`src/rtl/prince_iter_core_if.sv`:
```
// Block-level valid/ready stream bundle between a PRINCE client and the iterative core.
// The core side uses the slave modport; the client side uses master.
interface prince_iter_core_if;
    logic         in_valid;
    logic         in_ready;
    logic         in_dec;
    logic [63:0]  in_data;
    logic [127:0] in_key;
    logic         out_valid;
    logic         out_ready;
    logic [63:0]  out_data;

    modport master (
        output in_valid, in_dec, in_data, in_key, out_ready,
        input  in_ready, out_valid, out_data
    );

    modport slave (
        input  in_valid, in_dec, in_data, in_key, out_ready,
        output in_ready, out_valid, out_data
    );
endinterface

```
`src/rtl/prince_iter_core.sv`:
```
// Iterative PRINCE encrypt/decrypt core: one round per clock on a 64-bit state register.
// Nibble 0 is bits [63:60] throughout.
module prince_iter_core (
    input  logic              clk,
    input  logic              rst,
    prince_iter_core_if.slave bus
);
    localparam logic [63:0]  ALPHA      = 64'hc0ac29b7c97c50dd;
    localparam logic [63:0]  SBOX       = 64'hbf32ac916780e5d4;
    localparam logic [63:0]  SBOX_INV   = 64'hb732fd89a6405ec1;
    localparam logic [63:0]  SR_MAP     = 64'h05af49e38d27c16b;
    localparam logic [63:0]  SR_INV_MAP = 64'h0da741eb852fc963;
    // Columns of M^0 (column i in bits [16*i +: 16]); M^1 is the same set rotated by four columns.
    localparam logic [255:0] M0_COLS    =
        256'h0888_4044_2202_1110_8880_0444_2022_1101_8808_4440_0222_1011_8088_4404_2220_0111;

    typedef enum logic [1:0] {IDLE, BUSY, DONE} fsm_t;

    fsm_t        fsm;
    logic [3:0]  rnd;
    logic [63:0] state;
    logic [63:0] wk_out;
    logic [63:0] kc;

    function automatic logic [3:0] nib(input logic [63:0] x, input int idx);
        return 4'(x >> (60 - 4 * idx));
    endfunction

    function automatic logic [63:0] s_layer(input logic [63:0] x, input logic inv);
        logic [63:0] tbl;
        logic [63:0] y;
        tbl = inv ? SBOX_INV : SBOX;
        y   = '0;
        for (int j = 0; j < 16; j++)
            y = (y << 4) | 64'(nib(tbl, int'(nib(x, j))));
        return y;
    endfunction

    // Output nibble j takes input nibble map(j).
    function automatic logic [63:0] permute(input logic [63:0] x, input logic [63:0] map);
        logic [63:0] y;
        y = '0;
        for (int j = 0; j < 16; j++)
            y = (y << 4) | 64'(nib(x, int'(nib(map, j))));
        return y;
    endfunction

    function automatic logic [15:0] m_hat(input logic [15:0] x, input logic one);
        logic [15:0] v;
        logic [15:0] acc;
        int          k;
        v   = x;
        acc = '0;
        for (int i = 0; i < 16; i++) begin
            k = one ? (i + 12) % 16 : i;
            if (v[0])
                acc = acc ^ 16'(M0_COLS >> (16 * k));
            v = v >> 1;
        end
        return acc;
    endfunction

    function automatic logic [63:0] m_prime(input logic [63:0] x);
        return {m_hat(x[63:48], 1'b0), m_hat(x[47:32], 1'b1),
                m_hat(x[31:16], 1'b1), m_hat(x[15:0],  1'b0)};
    endfunction

    function automatic logic [63:0] rc(input logic [3:0] idx);
        case (idx)
            4'd1:    return 64'h13198a2e03707344;
            4'd2:    return 64'ha4093822299f31d0;
            4'd3:    return 64'h082efa98ec4e6c89;
            4'd4:    return 64'h452821e638d01377;
            4'd5:    return 64'hbe5466cf34e90c6c;
            4'd6:    return 64'h7ef84f78fd955cb1;
            4'd7:    return 64'h85840851f1ac43aa;
            4'd8:    return 64'hc882d32f25323c54;
            4'd9:    return 64'h64a51195e0e3610d;
            4'd10:   return 64'hd3b5a399ca0c2399;
            4'd11:   return 64'hc0ac29b7c97c50dd;
            default: return 64'h0;
        endcase
    endfunction

    logic [63:0] k0, k0_rot, k1;
    logic [63:0] mp_out, round_res;

    always_comb begin
        // NOTE: every always_comb output gets a value on every path so no latch is inferred.
        round_res = '0;
        k0        = bus.in_key[127:64];
        k1        = bus.in_key[63:0];
        k0_rot    = {k0[0], k0[63:1]} ^ {63'b0, k0[63]};
        mp_out    = m_prime(s_layer(state, 1'b0));
        if (rnd <= 4'd5)
            round_res = permute(mp_out, SR_MAP) ^ rc(rnd) ^ kc;
        else if (rnd == 4'd6)
            round_res = s_layer(mp_out, 1'b1);
        else
            round_res = s_layer(m_prime(permute(state ^ kc ^ rc(rnd - 4'd1), SR_INV_MAP)), 1'b1);
    end

    // NOTE: sequential state uses non-blocking assignments so all registers update together.
    always_ff @(posedge clk or posedge rst) begin
        if (rst) begin
            fsm           <= IDLE;
            rnd           <= '0;
            state         <= '0;
            wk_out        <= '0;
            kc            <= '0;
            bus.in_ready  <= 1'b1;
            bus.out_valid <= 1'b0;
            bus.out_data  <= '0;
        end else begin
            case (fsm)
                IDLE: begin
                    if (bus.in_valid) begin
                        state        <= bus.in_data ^ (bus.in_dec ? k0_rot : k0)
                                                    ^ (bus.in_dec ? (k1 ^ ALPHA) : k1);
                        wk_out       <= bus.in_dec ? k0 : k0_rot;
                        kc           <= bus.in_dec ? (k1 ^ ALPHA) : k1;
                        rnd          <= 4'd1;
                        bus.in_ready <= 1'b0;
                        fsm          <= BUSY;
                    end
                end
                BUSY: begin
                    rnd <= rnd + 4'd1;
                    if (rnd == 4'd11) begin
                        bus.out_data  <= round_res ^ rc(4'd11) ^ kc ^ wk_out;
                        bus.out_valid <= 1'b1;
                        fsm           <= DONE;
                    end else begin
                        state <= round_res;
                    end
                end
                DONE: begin
                    if (bus.out_ready) begin
                        bus.out_valid <= 1'b0;
                        bus.in_ready  <= 1'b1;
                        fsm           <= IDLE;
                    end
                end
                default: fsm <= IDLE;
            endcase
        end
    end
endmodule

```
`src/flat_wrapper.sv`:
```
// flat-port wrapper written by rule: the top's interface ports become plain ports
module prince_iter_core_flat 
  (clk, rst, bus_in_valid, bus_in_dec, bus_in_data, bus_in_key, bus_out_ready, bus_in_ready, bus_out_valid, bus_out_data);
  prince_iter_core_if bus_i ();
  input  logic clk;
  input  logic rst;
  input wire logic [$bits(bus_i.in_valid)-1:0] bus_in_valid;
  input wire logic [$bits(bus_i.in_dec)-1:0] bus_in_dec;
  input wire logic [$bits(bus_i.in_data)-1:0] bus_in_data;
  input wire logic [$bits(bus_i.in_key)-1:0] bus_in_key;
  input wire logic [$bits(bus_i.out_ready)-1:0] bus_out_ready;
  output wire logic [$bits(bus_i.in_ready)-1:0] bus_in_ready;
  output wire logic [$bits(bus_i.out_valid)-1:0] bus_out_valid;
  output wire logic [$bits(bus_i.out_data)-1:0] bus_out_data;
  assign bus_i.in_valid = bus_in_valid;
  assign bus_i.in_dec = bus_in_dec;
  assign bus_i.in_data = bus_in_data;
  assign bus_i.in_key = bus_in_key;
  assign bus_i.out_ready = bus_out_ready;
  assign bus_in_ready = bus_i.in_ready;
  assign bus_out_valid = bus_i.out_valid;
  assign bus_out_data = bus_i.out_data;
  prince_iter_core u_core (.clk(clk), .rst(rst), .bus(bus_i));
endmodule
```
`config.mk`:
```
export PLATFORM = sky130hd
export DESIGN_NAME = prince_iter_core_flat
export DESIGN_NICKNAME = d
export VERILOG_FILES = /design/src/rtl/prince_iter_core_if.sv /design/src/rtl/prince_iter_core.sv /design/src/flat_wrapper.sv
export SDC_FILE = /design/constraint.sdc
export NUM_CORES = 1
export LEC_CHECK = 0
export ABC_AREA = 1
export BUFFER_PORTS_ARGS = -buffer_cell sky130_fd_sc_hd__buf_2
export CAP_MARGIN = 15
export CELL_PAD_IN_SITES_DETAIL_PLACEMENT = 2
export CELL_PAD_IN_SITES_GLOBAL_PLACEMENT = 2
export CORE_ASPECT_RATIO = 0.5
export CORE_MARGIN = 2
export CORE_UTILIZATION = 30
export CTS_BUF_LIST = sky130_fd_sc_hd__clkbuf_4
export DETAILED_ROUTE_END_ITERATION = 6
export PLACE_DENSITY = 0.84
export SKIP_CTS_REPAIR_TIMING = 1
export SLEW_MARGIN = 0
export SYNTH_ARGS = -nofsm -noshare
export SYNTH_HDL_FRONTEND = slang
export SYNTH_SLANG_ARGS = --single-unit
```
`constraint.sdc`:
```
create_clock -name clk -period 9.85 [get_ports clk]
set_clock_uncertainty 0.05 [all_clocks]
set_input_delay 1.4775 -clock clk [delete_from_list [all_inputs] [get_ports clk]]
set_output_delay 1.4775 -clock clk [all_outputs]
set_load 0.005 [all_outputs]
```
==> flow_metrics.py, run 1 <==
metrics = {
    "outcome": {
        "status": "completed",
    },
    "worst_setup_path": {
        "crit_family": "simple AND/OR/NAND/NOR gates",
        "crit_path_start": "u_core.rnd[0]",
        "worstPathCellList": "inv_1 > ha_1 > inv_1 > ha_1 > inv_1 > nand2_1 > nand3_1 > nand2_1 > xor2_1 > xor2_1 > xor2_1 > inv_1 > ha_1 > inv_1 > nand3_1 > o211ai_1 > nand2_1 > nand2_1 > nand2_1 > nand2_1 > o21ai_1",
        "crit_path_frequent_cell": "nand2_1",
        "end_kind": "flop",
        "path_max_fanout": 15,
        "start_kind": "flop",
        "cp_slowest_stage_delay_ns": 0.61,
        "cp.required_ns": 10.64,
        "r2r_cells": 21,
        "worst_r2r_endpoint": "u_core.state[63]",
        "r2r_start": "u_core.rnd[0]",
        "criticalPathCategory": "reg2reg",
        "cp.depth": 21,
        "worst_ep_arrival_time_ns": 6.59,
        "r2r_setup_slack_ns": 4.05,
        "crit_path_top_delay_cell": "ha_1",
        "worstSetupEndpoint": "u_core.state[63]",
        "cp_num_buf_inv": 5,
    },
    "synthesis": {
        "synth_area_um2": 29800,
        "avgSynthCellArea_um2": 6.32,
        "yosysWarnings": 0,
        "ys_ff_latch": 264,
        "yosysSeqAreaShare": 0.221,
        "synth_cells": 4720,
        "synthArstFlopShare": 1.00,
        "synth_cell_types": 45,
        "synth-edff-count": 0,
        "synth_flop_cell": "dfrtp_1",
        "synth_fp_nets": 5145,
    },
    "clocking": {
        "htreeDepth": 3,
        "cts_tree": "done",
        "path_clk_slew_ns": 0.09,
        "cts_buffers": 81,
        "root_buffer": "clkbuf_4",
        "insertion_delay_ns": 1.00,
        "cts.sink_count": 264,
        "clock_path_buffers": 3,
    },
    "global_route": {
        "antenna_found_initial": 7,
        "grt_usage": 0.329,
        "gr-total-overflow": 0,
        "grt_first_pass_wirelength_um": 248000,
        "grt_pass1_vias": 36700,
        "grt_max_degree": 98,
    },
    "final_layout": {
        "area_growth_pct": 12.8,
        "nets": 5387,
        "final_cell_mix": "1805 x nand2_1, 569 x nand3_1, 433 x inv_1, 307 x xor2_1, 263 x dfrtp_1",
        "drive_gt1_frac": 0.111,
        "layout_commonest_cell": "nand2_1",
    },
    "detailed_routing": {
        "wire_per_inst_um": 27.2,
        "firstDrtPassIters": 6,
        "drc": 0,
        "routed_wl_um": 173000,
        "final_antenna_net_count": 0,
        "vias_per_cell": 5.56,
        "drt_iter0_markers": 3533,
        "via_count": 35400,
    },
    "floorplanning": {
        "ios": 263,
        "die_w_um": 450,
        "die_h_um": 227,
        "rows": 81,
        "initial_core_util": 0.304,
        "core-area_um2": 98100,
        "dieArea_um2": 102000,
    },
    "sta": {
        "finalHoldViolCount": 0,
        "fin_crit_sh": 0.589,
        "finalSetupViolCount": 0,
        "timing_worst_slew_pin_value_ns": 1.21,
        "period_minus_slack_ns": 5.80,
        "rsz0062_at_grt": "no",
        "fmax_ghz": 0.172,
        "tns_ns": 0,
        "final_max_slew_viol_count": 0,
        "max_slew_margin": 0.185,
    },
    "place": {
        "hpwl_um": 138000,
        "gp_congestion": 1.02,
        "portBuffers": 262,
    },
    "min_path": {
        "hp-class": "reg2reg",
        "min_delay_path_depth": 2,
    },
    "run": {
        "cap_violations": 0,
    },
}
[sequential cells by signal (all words and copies together) (netlist names)]
signal,flops
u_core.bus.out_data,64
u_core.kc,64
u_core.state,64
u_core.wk_out,64
u_core.rnd,4
u_core.fsm,2
u_core.bus.in_ready,1
u_core.bus.out_valid,1
[Yosys cell counts (22+ instances only)]
| master | instances | area (um^2) |
|---|---|---|
| nand3b_1 | 40 | 300 |
| nand2_2 | 23 | 144 |
| nand3_1 | 569 | 2850 |
| xor2_1 | 307 | 2690 |
| o21ai_1 | 48 | 240 |
| inv_1 | 436 | 1640 |
| o21ai_0 | 190 | 951 |
| dfrtp_1 | 263 | 6580 |
| buf_2 | 22 | 110 |
| clkbuf_1 | 99 | 372 |
| ha_1 | 228 | 2850 |
| inv_2 | 24 | 90.1 |
| o211ai_1 | 31 | 233 |
| or2_2 | 52 | 325 |
| a21oi_1 | 106 | 531 |
| a31oi_1 | 75 | 469 |
| nand2_1 | 1807 | 6780 |
| xnor2_1 | 172 | 1510 |
| nor2_1 | 164 | 616 |
[cell type report]
class | count | area, um^2
Sequential cell | 264 | 6610
Fill cell | 12200 | 64400
Inverter | 461 | 1740
Antenna cell | 8 | 20.0
Clock buffer | 119 | 893
Clock inverter | 27 | 199
Timing Repair Buffer | 296 | 1580
Tap cell | 1328 | 1660
Multi-Input combinational cell | 3858 | 21000
[worst min-delay path, stage by stage (launching register included)]
cell     delay (ns)
dfrtp_1        0.34
nand2_1        0.05
nand2_1        0.05
[through the flow]
step / setup slack (ns) / hold WS, ns / cell area [um^2] / util / instances
after floorplan: 1.06 / 0.403 / 29800 / - / 4720
after global placement: 4.59 / 0.404 / 32500 / 0.332 / 6205
after detailed placement: 4.34 / 0.411 / 32500 / 0.332 / 6205
after CTS: 4.29 / 0.430 / 33600 / 0.343 / 6351
after global routing: 3.78 / 0.458 / 33700 / 0.343 / 6360
final: 4.05 / 0.424 / 33700 / 0.343 / 6361
[metal layers]
metal / vias up / share of wire / global-route usage
met5: - / 0.00033 / 0
met4: 8 / 0.028 / 0.0909
met3: 277 / 0.11 / 0.104
met2: 1398 / 0.40 / 0.476
met1: 18200 / 0.46 / 0.467
li1: 15500 / - / -
[cells by family after synthesis]
logic type | synth area share
flops | 0.221
compound gates | 0.0877
simple gates | 0.373
xor+xnor | 0.144
buf+inv | 0.0775
fa+ha+maj | 0.0956
[how the worst min path moves through the flow]
stage	from	slack (ns)	end
after floorplan	u_core.bus.in_ready	0.40	u_core.bus.in_ready
after global placement	u_core.bus.in_ready	0.40	u_core.bus.in_ready
after detailed placement	u_core.bus.out_data[44]	0.41	u_core.bus.out_data[44]
after CTS	u_core.bus.out_data[44]	0.43	u_core.bus.out_data[44]
after global routing	u_core.bus.in_ready	0.46	u_core.bus.in_ready
final	u_core.bus.out_data[44]	0.42	u_core.bus.out_data[44]
Power of run 1 is left out: the tool's default activity adds up to more than one toggle a clock period on the data nets, which glitch-free logic cannot reach.
==> inputs of run 2 (changes only) <==
==> constraint.sdc (replaced) <==
create_clock -name clk -period 6 [get_ports clk]
set_clock_uncertainty 0.05 [all_clocks]
set_input_delay 0.9 -clock clk [delete_from_list [all_inputs] [get_ports clk]]
set_output_delay 0.9 -clock clk [all_outputs]
set_load 0.005 [all_outputs]
==> flow_metrics.py, run 2 (synthesis results as in run 1) <==
metrics = {
    "outcome": {
        "status": "completed",
    },
    "worst_setup_path": {
        "worstPathCellList": "inv_1 > ha_1 > inv_1 > ha_2 > inv_1 > o21ai_0 > nand2_1 > nand2_2 > xor2_1 > xor2_1 > xnor2_2 > inv_1 > ha_1 > o21ai_0 > nand3_1 > nand2_1 > nand2_1 > nand2_1 > nand3_1 > nand2_1",
        "path_max_fanout": 15,
        "cp.required_ns": 6.84,
        "crit_path_top_delay_cell": "dfrtp_1",
        "cp_slowest_stage_delay_ns": 0.56,
        "crit_family": "simple AND/OR/NAND/NOR gates",
        "crit_path_frequent_cell": "nand2_1",
        "criticalPathCategory": "reg2reg",
        "cp_num_buf_inv": 4,
        "start_kind": "flop",
        "end_kind": "flop",
        "worst_ep_arrival_time_ns": 6.52,
    },
    "floorplanning": {
        "ios": 263,
        "die_w_um": 450,
        "rows": 81,
        "die_h_um": 227,
        "initial_core_util": 0.304,
        "core-area_um2": 98100,
        "dieArea_um2": 102000,
    },
    "detailed_routing": {
        "drt_iter0_markers": 3563,
        "firstDrtPassIters": 5,
        "final_antenna_net_count": 0,
        "via_count": 35200,
        "drc": 0,
        "vias_per_cell": 5.53,
        "wire_per_inst_um": 27.1,
        "routed_wl_um": 173000,
    },
    "global_route": {
        "gr-total-overflow": 0,
        "grt_max_degree": 111,
        "grt_first_pass_wirelength_um": 248000,
        "grt_pass1_vias": 36400,
        "grt_usage": 0.330,
        "antenna_found_initial": 12,
    },
    "place": {
        "place_ws_ns": 0.113,
        "gp_congestion": 1.02,
        "portBuffers": 262,
        "hpwl_um": 140000,
    },
    "final_layout": {
        "area_growth_pct": 12.9,
        "final_cell_mix": "1805 x nand2_1, 569 x nand3_1, 433 x inv_1, 307 x xor2_1, 263 x dfrtp_1",
        "fill_cells": 12100,
        "layout_commonest_cell": "nand2_1",
        "nets": 5397,
        "drive_gt1_frac": 0.111,
        "final_core_util": 0.343,
        "multiInputGateArea_um2": 21000,
        "final-seq-area_um2": 6610,
    },
    "sta": {
        "fin_ws_ns": 0.315,
        "tns_ns": 0,
        "final_max_slew_viol_count": 0,
        "period_minus_slack_ns": 5.69,
        "fin_crit_sh": 0.948,
        "finalSetupViolCount": 0,
        "finalHoldViolCount": 0,
        "rsz0062_at_grt": "no",
        "max_slew_margin": 0.176,
        "timing_worst_slew_pin_value_ns": 1.23,
        "fmax_ghz": 0.176,
    },
    "clocking": {
        "htreeDepth": 3,
        "cts_buffers": 79,
        "path_clk_slew_ns": 0.07,
        "cts.sink_count": 264,
        "insertion_delay_ns": 0.99,
        "cts_tree": "done",
        "clock_path_buffers": 3,
        "root_buffer": "clkbuf_4",
    },
    "run": {
        "cap_violations": 0,
    },
    "min_path": {
        "hp-class": "in2reg",
    },
}
[run 2: layout make-up]
cell class | instances | share of cell area
flip-flops and latches | 264 | 0.196
clock buffers | 108 | 0.0241
well taps | 1328 | 0.0493
inverters | 461 | 0.0517
diodes | 9 | 0.000668
multi-input cells | 3858 | 0.623
repair buffers | 308 | 0.0515
clock inverters | 30 | 0.00405
[run 2: per-stage QoR]
| step | area, um^2 | hold WS (ns) | cells |
|---|---|---|---|
| 3_5_place_dp | 32700 | 0.416 | 6217 |
| 2_1_floorplan | 29800 | 0.403 | 4720 |
| 5_1_grt | 33700 | 0.0434 | 6363 |
| 3_3_place_gp | 32700 | 0.405 | 6217 |
| 6_report | 33700 | 0.109 | 6366 |
| 4_1_cts | 33600 | -0.151 | 6355 |
[run 2: per-layer routing]
metal  GRT usage  wire (um)  vias to the layer above
met4      0.0964       5120                       12
met1       0.472      79700                    18000
met2       0.464      68200                     1427
li1            -          -                    15500
met3       0.110      19500                      271
met5           0         79                        -
[run 2: worst reg2reg max path, stage by stage (launching register included)]
cell	delay [ns]
dfrtp_1	0.56
inv_1	0.35
ha_1	0.28
inv_1	0.08
ha_2	0.53
inv_1	0.31
o21ai_0	0.42
nand2_1	0.20
nand2_2	0.24
xor2_1	0.52
xor2_1	0.26
xnor2_2	0.39
inv_1	0.13
ha_1	0.35
o21ai_0	0.21
nand3_1	0.13
nand2_1	0.22
nand2_1	0.11
nand2_1	0.07
nand3_1	0.10
nand2_1	0.11
[run 2: path summary, 6_finish.rpt]
check                           cells after the start                   to  slack (ns)                 from
worst max-delay path                               20      u_core.state[4]        0.31        u_core.rnd[0]
worst min-delay path                                3        u_core.kc[41]        0.11       bus_in_key[41]
worst max register to register                     20      u_core.state[4]        0.31        u_core.rnd[0]
worst min register to register                      2  u_core.bus.in_ready        0.43  u_core.bus.in_ready
max in group asynchronous                           4        u_core.kc[14]        4.15                  rst
min in group asynchronous                           3     u_core.state[62]        0.47                  rst
Power of run 2 is left out for the same reason.
